--- src/rtl/window_sum.sv ---
`default_nettype none
// ============================================================================
// Module      : window_sum
// Description : Sliding-window sum and truncating mean of the last N accepted
//               samples. Optional peak tracker enabled by WINDOW_SUM_PEAK_EN.
// Revision    : 1.0 - initial release
// ============================================================================
module window_sum #(
    parameter int W    = 4,
    parameter int N    = 4,
    parameter int LOGN = 2,
    parameter int OW   = W + LOGN
) (
    input  logic          clk,
    input  logic          rst,
    input  logic          in_valid,
    input  logic [W-1:0]  in_data,
    input  logic          flush,
`ifdef WINDOW_SUM_PEAK_EN
    input  logic          peak_clr,
    output logic [OW-1:0] peak,
`endif
    output logic [OW-1:0] sum,
    output logic [W-1:0]  avg,
    output logic          sum_valid
);

    localparam logic [0:0]      c_st_fill  = 1'b0;
    localparam logic [0:0]      c_st_full  = 1'b1;
    localparam logic [LOGN-1:0] c_cnt_last = LOGN'(N - 1);

    logic [0:0]      r_state;
    logic [0:0]      w_state_next;
    logic [LOGN-1:0] r_fill_cnt;
    logic [LOGN-1:0] w_fill_cnt_next;

    logic [W-1:0]    r_hist [N];
    logic [OW-1:0]   r_sum;
    logic [OW-1:0]   w_sum_acc;
    logic [OW-1:0]   w_sum_next;
    logic            w_accept;

    assign w_accept = in_valid & ~flush;

    // The oldest sample is already part of r_sum, so the subtraction never
    // underflows and the maximum N*(2^W-1) fits in OW bits.
    assign w_sum_acc = r_sum + OW'(in_data) - OW'(r_hist[N-1]);

    always_comb begin
        w_sum_next = r_sum;
        if (flush) begin
            w_sum_next = '0;
        end else if (in_valid) begin
            w_sum_next = w_sum_acc;
        end
    end

    // ------------------------------------------------------------------
    // Fill-state machine: state register
    // ------------------------------------------------------------------
    always_ff @(posedge clk) begin
        if (rst) begin
            r_state    <= c_st_fill;
            r_fill_cnt <= '0;
        end else begin
            r_state    <= w_state_next;
            r_fill_cnt <= w_fill_cnt_next;
        end
    end

    // ------------------------------------------------------------------
    // Fill-state machine: next-state logic
    // ------------------------------------------------------------------
    always_comb begin
        w_state_next    = r_state;
        w_fill_cnt_next = r_fill_cnt;
        if (flush) begin
            w_state_next    = c_st_fill;
            w_fill_cnt_next = '0;
        end else if (w_accept) begin
            case (r_state)
                c_st_fill: begin
                    if (r_fill_cnt == c_cnt_last) begin
                        w_state_next = c_st_full;
                    end else begin
                        w_fill_cnt_next = r_fill_cnt + LOGN'(1);
                    end
                end
                c_st_full: begin
                    w_state_next = c_st_full;
                end
                default: begin
                    w_state_next    = c_st_fill;
                    w_fill_cnt_next = '0;
                end
            endcase
        end
    end

    // ------------------------------------------------------------------
    // Fill-state machine: output logic
    // ------------------------------------------------------------------
    always_comb begin
        sum_valid = 1'b0;
        case (r_state)
            c_st_fill: sum_valid = 1'b0;
            c_st_full: sum_valid = 1'b1;
            default:   sum_valid = 1'b0;
        endcase
    end

    // ------------------------------------------------------------------
    // History shift register and running sum
    // ------------------------------------------------------------------
    always_ff @(posedge clk) begin
        if (rst || flush) begin
            for (int i = 0; i < N; i++) begin
                r_hist[i] <= '0;
            end
            r_sum <= '0;
        end else if (in_valid) begin
            r_hist[0] <= in_data;
            for (int i = 1; i < N; i++) begin
                r_hist[i] <= r_hist[i-1];
            end
            r_sum <= w_sum_acc;
        end
    end

    assign sum = r_sum;
    assign avg = W'(r_sum >> LOGN);

`ifdef WINDOW_SUM_PEAK_EN
    // ------------------------------------------------------------------
    // Peak tracker: follows the largest sum seen while the window is full
    // ------------------------------------------------------------------
    logic [OW-1:0] r_peak;
    logic          w_peak_track;

    assign w_peak_track = (r_state == c_st_full) || (w_state_next == c_st_full);

    always_ff @(posedge clk) begin
        if (rst || flush) begin
            r_peak <= '0;
        end else if (peak_clr) begin
            r_peak <= w_sum_next;
        end else if (w_peak_track && (w_sum_next > r_peak)) begin
            r_peak <= w_sum_next;
        end
    end

    assign peak = r_peak;
`else
    // Without the peak tracker the next-sum value has no consumer.
    logic w_unused_sum_next;
    assign w_unused_sum_next = ^w_sum_next;
`endif

endmodule
`default_nettype wire

--- config.mk ---
export PLATFORM = sky130hd
export DESIGN_NAME = window_sum
export DESIGN_NICKNAME = d
export VERILOG_FILES = /design/src/rtl/window_sum.sv
export SDC_FILE = /design/constraint.sdc
export NUM_CORES = 1
export LEC_CHECK = 0
export ABC_AREA = 1
export CAP_MARGIN = 20
export CORE_ASPECT_RATIO = 0.6
export CORE_MARGIN = 2
export CORE_UTILIZATION = 52
export DETAILED_ROUTE_END_ITERATION = 12
export GPL_TIMING_DRIVEN = 0
export PLACE_DENSITY = 0.81
export SETUP_SLACK_MARGIN = 0.1
export SLEW_MARGIN = 20
export SYNTH_ARGS = -nofsm -noshare
export SYNTH_HDL_FRONTEND = slang
export SYNTH_SLANG_ARGS = --single-unit
--- constraint.sdc ---
create_clock -name clk -period 4.3 [get_ports clk]
set_clock_uncertainty 0.1 [all_clocks]
set_input_delay 0.86 -clock clk [delete_from_list [all_inputs] [get_ports clk]]
set_output_delay 0.86 -clock clk [all_outputs]
set_load 0.05 [all_outputs]
==> results.yml, run 1 <==
clock_tree:
  cts-root-buf: "clkbuf_8"
  cts_sinks: 25
  numCtsBuffers: 3
  holdBufCountCts: 0
  path_clk_slew_ns: 0.09
  post_cts_buffers: 0
  cts_tree: "done"
  ctsResizeCount: 0
  max-clock-path-buffers: 2
  htreeDepth: 1
  clk_latency_ns: 0.27
timing:
  fin_crit_ns: 2.80
  setup_tns_ns: 0
  timing.fmax_mhz: 357
  setup_violations: 0
  hold_slack_ns: 0.375
  layout_setup_ws_ns: 1.50
  slew_headroom_pct: 45.0
  fin_crit_sh_pct: 65.1
  hold_violations: 0
  worst_pin_slew_ns: 0.823
  slew_viol_final: 0
  rsz0062_at_grt: "no"
floorplanning:
  initial_utilization_pct: 53.6
  dieHeight_um: 42.9
  io_pins: 19
  num_rows: 14
  die_area_sq_um: 2960
  fp.dieW_um: 68.9
  core_sq_um: 2450
synth:
  synth_top_area_cell: "edfxtp_1"
  synth_compound_area_share_pct: 5.24
  synth_xor_area_share_pct: 0.667
  syn_nets: 166
  synth_edf_count: 16
  netlist_area_sq_um: 1310
  ys_ff_latch: 25
  async_flop_share_pct: 0
  ys.flop_type: "edfxtp_1"
  yosysWarnings: 0
  synth-seq-area-share_pct: 50.3
  synthSimpleGateAreaFrac_pct: 15.6
  yosysUniqueCellTypes: 20
  syn_inst: 147
  synth_top_family_by_area: "simple AND/OR/NAND/NOR gates"
  synthMuxAreaShare_pct: 0
  yosysTopAreaCellShare_pct: 36.6
  synth_area_leaders: "edfxtp_1, dfxtp_1, inv_1"
  synth_fa_ha_area_share_pct: 12.8
  synth.avg_cell_area_sq_um: 8.94
flow_run:
  maxCapViolCount: 0
pwr:
  peakVddDrop_uv: 289
  p_per_area_nw_per_um2: 352
  finalPower_uw: 557
  p_leak_uw: 0.000717
route:
  vias_per_cell: 4.63
  post_drt_wl_per_cell_um: 11.3
  num_vias: 931
  drt_iter0_markers: 40
  drcViolationCount: 0
  antenna_left: 0
  wl_um: 2260
  drt_first_pass_iters: 6
place:
  dp_cells: 197
  place_congestion: 0.869
  place_ws_ns: 1.21
  place_hpwl_um: 1730
  portBuffers: 18
global_route:
  antenna_found_initial: 0
  grt_pass1_wl_um: 3850
  track_usage_pct: 18.2
  grt_max_degree: 22
  grt_overflow: 0
  grt_pass1_vias: 901
critical_path:
  crit_slowest_cell: "fa_1"
  r2r-start: "sum[1]"
  cp_cell_sequence: "clkdlybuf4s50_1 > inv_1 > fa_1 > fa_1 > nand3b_1 > nand2_1 > a21oi_1 > o21ai_1 > nand2_1"
  cp-start-kind: "primary input"
  required_ns: 4.37
  crit_type: "primary input to flop"
  r2r_end: "sum[4]"
  cp_max_fo: 2
  cpPeakStageDelay_ns: 0.53
  worst_r2r_path_depth: 8
  ff2ff_setup_slack_ns: 2.23
  worst_setup_path_end_kind: "flop"
  startpoint: "in_data[1]"
  arrival_ns: 2.87
  crit_end: "sum[4]"
layout:
  final_common_cell: "inv_1"
  syn2layout_area_growth_pct: 20.5
  drive_gt1_share_pct: 7.10
  stdcell_count: 201
  nets: 189
  mostFrequentLayoutCells: "inv_1, nor2_1, nand2_1"
  num_antenna_cells: 0
outcome:
  outcome: "completed"
min_path:
  hold_class: "flop to flop"
  hp-start: "r_fill_cnt[0]"
sequential cells by signal, summed over array words and instances (netlist names):
register and flops:
r_fill_cnt 2, r_hist 16, r_state 1, sum 6
how the worst min path moves through the flow:
stage                                to  cells past startpoint  slack, ns
after floorplan           r_fill_cnt[0]                      2       0.34
after global placement    r_fill_cnt[0]                      2       0.35
after detailed placement  r_fill_cnt[0]                      2       0.36
after CTS                 r_fill_cnt[0]                      2       0.38
after global routing      r_fill_cnt[0]                      2       0.43
final                     r_fill_cnt[0]                      2       0.38
metrics by stage:
step           area (sq um)  util (%)
3_3_place_gp           1530      62.6
4_1_cts                1580      64.5
2_1_floorplan          1310         -
3_5_place_dp           1530      62.6
6_report               1580      64.5
5_1_grt                1580      64.5
critical path, delay by kind of cell:
family | cells | cell delay, ns
simple gates | 3 | 0.32
compound gates | 2 | 0.14
buf+inv | 2 | 0.53
fa+ha+maj | 2 | 1.01
cell usage after synthesis, types with 3 or more instances:
cell / count
a21oi_1: 5
buf_4: 4
dfxtp_1: 9
edfxtp_1: 16
fa_1: 4
ha_1: 7
inv_1: 42
nand2_1: 19
nand3_1: 4
nor2_1: 22
o21ai_0: 4
o22ai_1: 3
layout make-up:
class / count / area [sq um]
clock inverter: 1 / 7.51
timing repair buffer: 18 / 180
multi-input combinational: 74 / 450
sequential: 25 / 661
tap: 32 / 40.0
clock buffer: 3 / 41.3
fill: 199 / 870
inverter: 43 / 161
buffer: 5 / 41.3
power by group:
part           leakage [uW]  internal (uW)  switching (uW)
Sequential         0.000259            267            6.34
Clock             0.0000217           65.7            74.4
Combinational      0.000436           54.9            88.9
Total              0.000717            388             170
cells by family after synthesis:
| logic type | Yosys count |
|---|---|
| adder cells (fa/ha/maj) | 11 |
| AND/OR/NAND/NOR | 49 |
| buffers and inverters | 48 |
| XOR/XNOR | 1 |
| flip-flops | 25 |
| AO/OA/AOI/OAI | 13 |
metal layers:
metal | global-route usage [%] | vias to the layer above | routed length [um]
met5 | 0 | - | 0
met4 | 3.53 | 0 | 11
met3 | 6.37 | 2 | 93
met2 | 31.7 | 18 | 1090
met1 | 21.9 | 425 | 1070
li1 | - | 486 | -
Note: power is estimated with default switching activity, not from simulation.
==> run 2: changes to the inputs <==
==> constraint.sdc (replaced) <==
create_clock -name clk -period 2.82 [get_ports clk]
set_clock_uncertainty 0.1 [all_clocks]
set_input_delay 0.564 -clock clk [delete_from_list [all_inputs] [get_ports clk]]
set_output_delay 0.564 -clock clk [all_outputs]
set_load 0.05 [all_outputs]
==> results of run 2 <==
The final DEF is identical to that of run 1. Status: completed.
Among the figures that moved: setup slack after placement 1.21 ns -> 0.0309 ns; setup slack after layout 1.50 ns -> 0.316 ns; register-to-register setup slack 2.23 ns -> 0.75 ns; total power 557 uW -> 849 uW; worst IR drop on VDD 289 uV -> 440 uV
